`src/rtl/load_store_unit.sv`:
```
// Load/store sequencer between the EX stage and Data_Memory: legality check, one-cycle
// memory strobe, read-latency wait, load alignment/extension and a one-cycle response.
module load_store_unit #(
    parameter int XLEN       = 32,
    parameter int RD_LATENCY = 1
) (
    input  logic            i_clk,
    input  logic            i_rst,
    input  logic            i_req_valid,
    output logic            o_req_ready,
    input  logic            i_req_is_store,
    input  logic [2:0]      i_req_funct3,
    input  logic [XLEN-1:0] i_req_addr,
    input  logic [XLEN-1:0] i_req_wdata,
    output logic            o_resp_valid,
    output logic            o_resp_error,
    output logic [XLEN-1:0] o_resp_rdata,
    output logic            o_mem_write_enable,
    output logic            o_mem_read_enable,
    output logic [XLEN-1:0] o_mem_address,
    output logic [XLEN-1:0] o_mem_write_data,
    output logic [3:0]      o_mem_byte_enable,
    input  logic [XLEN-1:0] i_mem_read_data
);

    typedef enum logic [1:0] {
        S_IDLE   = 2'd0,
        S_ACCESS = 2'd1,
        S_WAIT   = 2'd2,
        S_RESP   = 2'd3
    } state_t;

    state_t          r_state;
    state_t          w_next_state;
    logic            w_accept;
    logic            w_legal;
    logic [1:0]      r_off;
    logic [2:0]      r_funct3;
    logic            r_is_store;
    logic            r_err;
    logic [2:0]      r_cnt;
    logic [XLEN-1:0] r_load_data;

    function automatic logic f_legal(input logic is_store, input logic [2:0] f3,
                                     input logic [1:0] off);
        logic legal;
        case (f3)
            3'b000:  legal = 1'b1;
            3'b001:  legal = (off[0] == 1'b0);
            3'b010:  legal = (off == 2'b00);
            3'b100:  legal = !is_store;
            3'b101:  legal = !is_store && (off[0] == 1'b0);
            default: legal = 1'b0;
        endcase
        return legal;
    endfunction

    function automatic logic [3:0] f_byte_enable(input logic [1:0] size, input logic [1:0] off);
        logic [3:0] be;
        case (size)
            2'b00:   be = 4'b0001 << off;
            2'b01:   be = 4'b0011 << off;
            2'b10:   be = 4'b1111;
            default: be = 4'b0000;
        endcase
        return be;
    endfunction

    function automatic logic [XLEN-1:0] f_store_data(input logic [XLEN-1:0] wd,
                                                     input logic [1:0] size);
        logic [XLEN-1:0] d;
        case (size)
            2'b00:   d = {(XLEN/8){wd[7:0]}};
            2'b01:   d = {(XLEN/16){wd[15:0]}};
            default: d = wd;
        endcase
        return d;
    endfunction

    // Lane select by the latched byte offset, then sign/zero extend by funct3.
    function automatic logic [XLEN-1:0] f_load_extend(input logic [XLEN-1:0] rd,
                                                      input logic [2:0] f3,
                                                      input logic [1:0] off);
        logic [7:0]      b;
        logic [15:0]     h;
        logic [XLEN-1:0] d;
        b = rd[{off, 3'b000} +: 8];
        h = rd[{off[1], 4'b0000} +: 16];
        case (f3)
            3'b000:  d = {{(XLEN-8){b[7]}}, b};
            3'b100:  d = {{(XLEN-8){1'b0}}, b};
            3'b001:  d = {{(XLEN-16){h[15]}}, h};
            3'b101:  d = {{(XLEN-16){1'b0}}, h};
            default: d = rd;
        endcase
        return d;
    endfunction

    assign w_accept = (r_state == S_IDLE) && i_req_valid;
    assign w_legal  = f_legal(i_req_is_store, i_req_funct3, i_req_addr[1:0]);

    // State register.
    always_ff @(posedge i_clk) begin
        if (i_rst) begin
            r_state     <= S_IDLE;
            o_req_ready <= 1'b1;
        end else begin
            r_state     <= w_next_state;
            o_req_ready <= (w_next_state == S_IDLE);
        end
    end

    // Next-state decode.
    always_comb begin
        w_next_state = r_state;
        case (r_state)
            S_IDLE: begin
                if (w_accept) begin
                    w_next_state = w_legal ? S_ACCESS : S_RESP;
                end else begin
                    w_next_state = S_IDLE;
                end
            end
            S_ACCESS: begin
                if (r_is_store) begin
                    w_next_state = S_RESP;
                end else begin
                    w_next_state = S_WAIT;
                end
            end
            S_WAIT: begin
                if (r_cnt == 3'd0) begin
                    w_next_state = S_RESP;
                end else begin
                    w_next_state = S_WAIT;
                end
            end
            S_RESP:  w_next_state = S_IDLE;
            default: w_next_state = S_IDLE;
        endcase
    end

    // Request capture on acceptance.
    always_ff @(posedge i_clk) begin
        if (i_rst) begin
            r_off      <= 2'b00;
            r_funct3   <= 3'b000;
            r_is_store <= 1'b0;
            r_err      <= 1'b0;
        end else if (w_accept) begin
            r_off      <= i_req_addr[1:0];
            r_funct3   <= i_req_funct3;
            r_is_store <= i_req_is_store;
            r_err      <= !w_legal;
        end
    end

    // Memory strobe: registered so the enables coincide with ACCESS; address/data hold otherwise.
    always_ff @(posedge i_clk) begin
        if (i_rst) begin
            o_mem_write_enable <= 1'b0;
            o_mem_read_enable  <= 1'b0;
            o_mem_address      <= '0;
            o_mem_write_data   <= '0;
            o_mem_byte_enable  <= 4'b0000;
        end else if (w_accept && w_legal) begin
            o_mem_write_enable <= i_req_is_store;
            o_mem_read_enable  <= !i_req_is_store;
            o_mem_address      <= {i_req_addr[XLEN-1:2], 2'b00};
            o_mem_write_data   <= f_store_data(i_req_wdata, i_req_funct3[1:0]);
            o_mem_byte_enable  <= f_byte_enable(i_req_funct3[1:0], i_req_addr[1:0]);
        end else begin
            o_mem_write_enable <= 1'b0;
            o_mem_read_enable  <= 1'b0;
        end
    end

    // Read-latency countdown and load data capture.
    always_ff @(posedge i_clk) begin
        if (i_rst) begin
            r_cnt       <= 3'd0;
            r_load_data <= '0;
        end else if (r_state == S_ACCESS) begin
            r_cnt <= 3'(RD_LATENCY - 1);
        end else if (r_state == S_WAIT) begin
            if (r_cnt == 3'd0) begin
                r_load_data <= f_load_extend(i_mem_read_data, r_funct3, r_off);
            end else begin
                r_cnt <= r_cnt - 3'd1;
            end
        end
    end

    // Response pulse; load data is published together with resp_valid.
    always_ff @(posedge i_clk) begin
        if (i_rst) begin
            o_resp_valid <= 1'b0;
            o_resp_error <= 1'b0;
            o_resp_rdata <= '0;
        end else begin
            o_resp_valid <= (r_state == S_RESP);
            o_resp_error <= (r_state == S_RESP) && r_err;
            if ((r_state == S_RESP) && !r_err && !r_is_store) begin
                o_resp_rdata <= r_load_data;
            end
        end
    end

endmodule

```
`config.mk`:
```
export PLATFORM = sky130hd
export DESIGN_NAME = load_store_unit
export DESIGN_NICKNAME = d
export VERILOG_FILES = /design/src/rtl/load_store_unit.sv
export SDC_FILE = /design/constraint.sdc
export NUM_CORES = 1
export LEC_CHECK = 0
export ABC_AREA = 1
export BUFFER_PORTS_ARGS = -buffer_cell sky130_fd_sc_hd__buf_4
export CORE_MARGIN = 8
export CORE_UTILIZATION = 54
export CTS_CLUSTER_SIZE = 12
export DETAILED_ROUTE_END_ITERATION = 8
export PLACE_DENSITY = 0.95
export SLEW_MARGIN = 20
export SYNTH_ARGS = -nofsm -noshare
export SYNTH_HDL_FRONTEND = slang
export SYNTH_SLANG_ARGS = --single-unit
```
`constraint.sdc`:
```
create_clock -name i_clk -period 2.7 [get_ports i_clk]
set_input_delay 0 -clock i_clk [delete_from_list [all_inputs] [get_ports i_clk]]
set_output_delay 0 -clock i_clk [all_outputs]
set_load 0.01 [all_outputs]
```
Yosys cells after proc, flatten, opt, wreduce, memory -nomap -nowiden --
Index checks and enable logic that the tools add are counted.
Storage, ports and cells: output and inout bits 105, bits of input ports 103, logic and storage cells 67, register bits after elaboration 147
Cells by class: bitwise operators 4, shift operators 4, muxes and demuxes 9, add/sub/neg operators 1, eq/ne operators 12, reductions and logical operators 21
Operator list (count):
- $pmux W32 S4 | 1
- $pmux W32 S2 | 1
- $shiftx A32 B6 Y16 | 1
- $shiftx A32 B6 Y8 | 1
- $eq A3 B3 Y1 const B | 4
- $pmux W4 S3 | 1
- $logic_not A3 Y1 | 3
- $logic_not A2 Y1 | 4
- $pmux W2 S4 | 1
- $eq A2 B2 Y1 const B | 3
- $eq A3 B1 Y1 const B | 2
- $logic_and A1 B1 Y1 | 6
- $pmux W1 S5 | 1
- $eq A2 B1 Y1 const B | 2
- $logic_not A1 Y1 | 4
- $mux W2 | 2
- $not A1 Y1 | 4
- $reduce_or A2 Y1 | 2
- $shl A1 B2 Y4 const A | 1
- $shl A2 B2 Y4 const A | 1
- $eq A3 B2 Y1 const B | 1
- $reduce_and A3 Y1 | 1
- $sub A3 B1 Y3 const B | 1
- $mux W1 | 2
- $reduce_and A2 Y1 | 1

Longest topological paths before layout --
depth in word-level cells 7, gate-level depth with buffers 12, mapped depth without buffers 9

Worst setup path before layout --
Ideal clock, no wire load.
path kind register -> register, start register r_state[0], end register r_load_data[5], arrival time 1408 ps, slack 1160 ps, path buffers 1, cell stages (with the launch flop) 10, required time 2568 ps, library setup time 132 ps, clock period less this slack 1540 ps, cells stage by stage dfxtp_1 > inv_1 > ha_1 > nand3_1 > inv_1 > nand2_1 > clkbuf_1 > nor2_1 > nand3_1 > a21oi_1
Between the ends: word-level cells in the longest chain between the ends 3, elaborated cells between the ends (all ways) 4, those cells by class 2 x eq/ne; 1 x bitwise; 1 x reduce/logical
RTL lines:
- start, declared | RTL line 33 | state_t r_state;
- start signal, assigned | RTL line 108 | r_state <= w_next_state;
- $eq A2 B1 Y1 | RTL line 183 | end else if (r_state == S_ACCESS) begin
- $not A1 Y1 (no line)
- $reduce_and A3 Y1 (no line) *
- end signal, assigned | RTL line 187 | r_load_data <= f_load_extend(i_mem_read_data, r_funct3, r_off);
- end, declared | RTL line 42 | logic [XLEN-1:0] r_load_data;
Every way passes the cells marked *; elsewhere a longest branch is shown, timed or not. A chain may end at the register's enable or synchronous reset.

Final worst setup path --
start register r_state[0], end register r_load_data[3]
Same word-level chain as after synthesis.

==> qor.csv <==
stage,metric,value,unit
sta,hold_ws,0.03683,ns
routing,vias,7474,
sta,finalHoldViolCount,0,
power_and_ir_drop,p_per_area,804.5,mW/mm^2
layout,multi_input_area,0.002706,sq mm
power_and_ir_drop,p_total,7530,uW
sta,fmax,399.4,MHz
logic_synthesis,synth_ff_type,dfxtp_1,
routing,dr_wl_met2,12370,um
logic_synthesis,yosysWarnings,0,
clock_network,cts_max_path_buffers,2,
clock_network,cts_buffers,17,
logic_synthesis,synthTopCellsByArea,"dfxtp_1 47%, nand2_1 17%, o21ai_0 6.9%, a21oi_1 5.2%, inv_1 4.9%",
routing,wl_per_cell,19.43,um
logic_synthesis,netlist_area,0.006235,sq mm
floorplanning,core_area,0.01132,sq mm
routing,wl,25570,um
global_route,globalRouteOverflowTotal,0,
logic_synthesis,avgSynthCellArea,7.125,sq um
routing,drt_iter0_markers,901,
placement,dp_worst_setup_slack,0.5064,ns
status,status,"finished, final reports clean",
layout,antenna_cells,0,
layout,syn_to_final_growth,50.13,%
clock_network,ctsResizeCount,0,
floorplanning,die_w,123.5,um
sta,slew-limit-headroom,41.33,%
placement,postPlaceCellArea,0.007770,sq mm
power_and_ir_drop,p_leak,0.004738,uW
setup_path,start_kind,register,
floorplanning,fp.dieArea,0.01524,sq mm
routing,met3_length,2970,um
sta,setup_viol,0,
layout,regArea,0.002943,sq mm
floorplanning,die_y,123.5,um
floorplanning,start_util,55.07,%
routing,first_pass_iters,6,
sta,rsz0062_at_grt,false,
logic_synthesis,async_flop_share,0,%
floorplanning,ios,208,
logic_synthesis,seq_area_frac_synth,47.20,%
layout,nNetsFinal,1270,
floorplanning,num_rows,39,
placement,place.gp.congestion,0.9224,
global_route,grt_pass1_vias,7657,
sta,slew_violations,0,
logic_synthesis,synth_cell_types,31,
global_route,grt_max_degree,52,
logic_synthesis,synth_largest_area_cell,dfxtp_1,
setup_path,crit_slowest_cell,dlygate4sd3_1,
sta,tightest_slew,0.8787,ns
sta,fin_setup_tns,0,ns
setup_path,path_class,reg -> reg,
sta,finalCritPeriodShare,92.73,%
layout,final_area,0.009360,sq mm
setup_path,path_max_fanout,19,
setup_path,crit_path_end_kind,register,
routing,top_layer,met4,
global_route,antenna_found_initial,0,
logic_synthesis,synthCells,875,
clock_network,post_cts_buffers,0,
setup_path,crit_arrival,2.87,ns
global_route,grt_pass1_wl,39520,um
sta,setup_slack,0.1962,ns
clock_network,clkLatencyLatePin,0.43,ns
logic_synthesis,synth-edff-count,0,
setup_path,worstPathCellList,"inv_1, ha_1, nand3_1, inv_1, nand2_1, nor2_1, nand3_1, a21oi_1, dlygate4sd3_1",
global_route,groute.usage.overall,33.55,%
sta,finalCriticalPeriod,2.504,ns
clock_network,htreeDepth,4,
setup_path,worstPathRequired,3.06,ns
min_path,hold_path.class,in -> reg,
layout,fill_cells,614,
sta,fin_worst_skew,0.01150,ns
layout,drive_gt1_share,24.21,%
routing,final_antenna_net_count,0,
routing,avgViaCountPerCell,5.679,
flow_run,maxCapViolCount,0,
placement,numPortBuffers,205,
placement,hpwlAfterDp,13580,um
clock_network,clock_sink_count,147,
clock_network,clkSlewWorstSetupHoldPaths,0.07,ns
power_and_ir_drop,peakVddDrop,541.5,uV
routing,met1_length,8597,um
clock_network,ctsRootBufferMaster,clkbuf_16,
logic_synthesis,synth-seq-cells,147,
routing,drcViolationCount,0,
clock_network,cts_tree,built,
setup_path,critPathMaxStageDelay,0.56,ns
logic_synthesis,netlist.area_leader.share,47.20,%
[flip-flops by register name, indices dropped and copies added, names as in the netlist, 3 cells and up]
signal	count
r_funct3	3
o_resp_rdata	32
o_mem_write_data	32
o_mem_address	30
r_cnt	3
r_load_data	32
o_mem_byte_enable	4
[cell type report]
type	count	area share, %
clock buffer	18	4.692
clock inverter	14	1.925
multi-input combinational	597	28.91
sequential	147	31.44
tap	143	1.912
inverter	86	3.449
timing repair buffer	311	27.67
[layout by cell type, fill, tap and decap left out]
cell	n
a211oi_1	2
a21o_1	7
a21oi_1	65
a31oi_1	2
buf_12	1
buf_4	213
bufinv_16	3
clkbuf_16	17
clkbuf_8	1
clkinv_2	1
clkinv_4	4
clkinvlp_4	4
conb_1	2
dfxtp_1	147
dlygate4sd3_1	97
ha_1	7
inv_1	82
inv_2	4
inv_6	1
inv_8	1
nand2_1	279
nand2_2	24
nand3_1	21
nand3_2	2
nand3_4	1
nand3b_1	1
nand4_1	3
nor2_1	70
nor2_2	1
nor2_4	1
nor3_2	1
o21ai_0	86
o21ai_1	17
o221ai_1	1
or2_2	4
[worst paths after layout]
path,from,to,slack (ns),cells after the start
max,r_state[0],r_load_data[3],0.20,9
min,i_mem_read_data[22],r_load_data[22],0.04,5
max reg2reg,r_state[0],r_load_data[3],0.20,9
min reg2reg,o_mem_address[29],o_mem_address[29],0.45,2
[repair_timing]
item | CTS | global route
hold buffers | 97 | 0
hold endpoints to repair | 101 | 0
setup endpoints to repair | 0 | 0
[synth_stat cells, drive strengths merged, types with 3 or more instances]
master	number
clkbuf	20
nand4	3
inv	86
o21ai	103
ha	7
or2	4
nand3	24
nand2	303
nor2	72
a21o	7
dfxtp	147
a21oi	65
buf	26
[logic make-up after synthesis]
logic type	after synthesis	share of synthesized area, %
simple gates	408	26.89
fa+ha+maj	7	1.405
other cells	1	0.06015
compound gates	180	14.91
buf+inv	132	9.532
flops	147	47.20
[layer usage]
layer	vias up	global-route usage, %
li1	3311	-
met1	3395	35.08
met2	611	58.20
met3	157	9.909
met4	0	21.14
met5	-	0
[critical path, delay by kind of cell (launching register included)]
| family | cells | cell delay, ns |
|---|---|---|
| simple gates | 4 | 0.95 |
| buf+inv | 3 | 0.77 |
| flops | 1 | 0.34 |
| fa+ha+maj | 1 | 0.23 |
| compound gates | 1 | 0.16 |
[report_power, final]
group	switching (uW)	total, uW	internal [uW]
logic	1370	2240	874
registers	226	2790	2560
clock network	1010	2500	1490
[metrics by stage]
| stage | utilization (%) | cells |
|---|---|---|
| floorplan | - | 876 |
| global placement | 68.63 | 1187 |
| detailed placement | 68.63 | 1187 |
| CTS | 82.68 | 1316 |
| global route | 82.68 | 1316 |
| finish | 82.68 | 1316 |
Power figures use the tool's default switching activity.
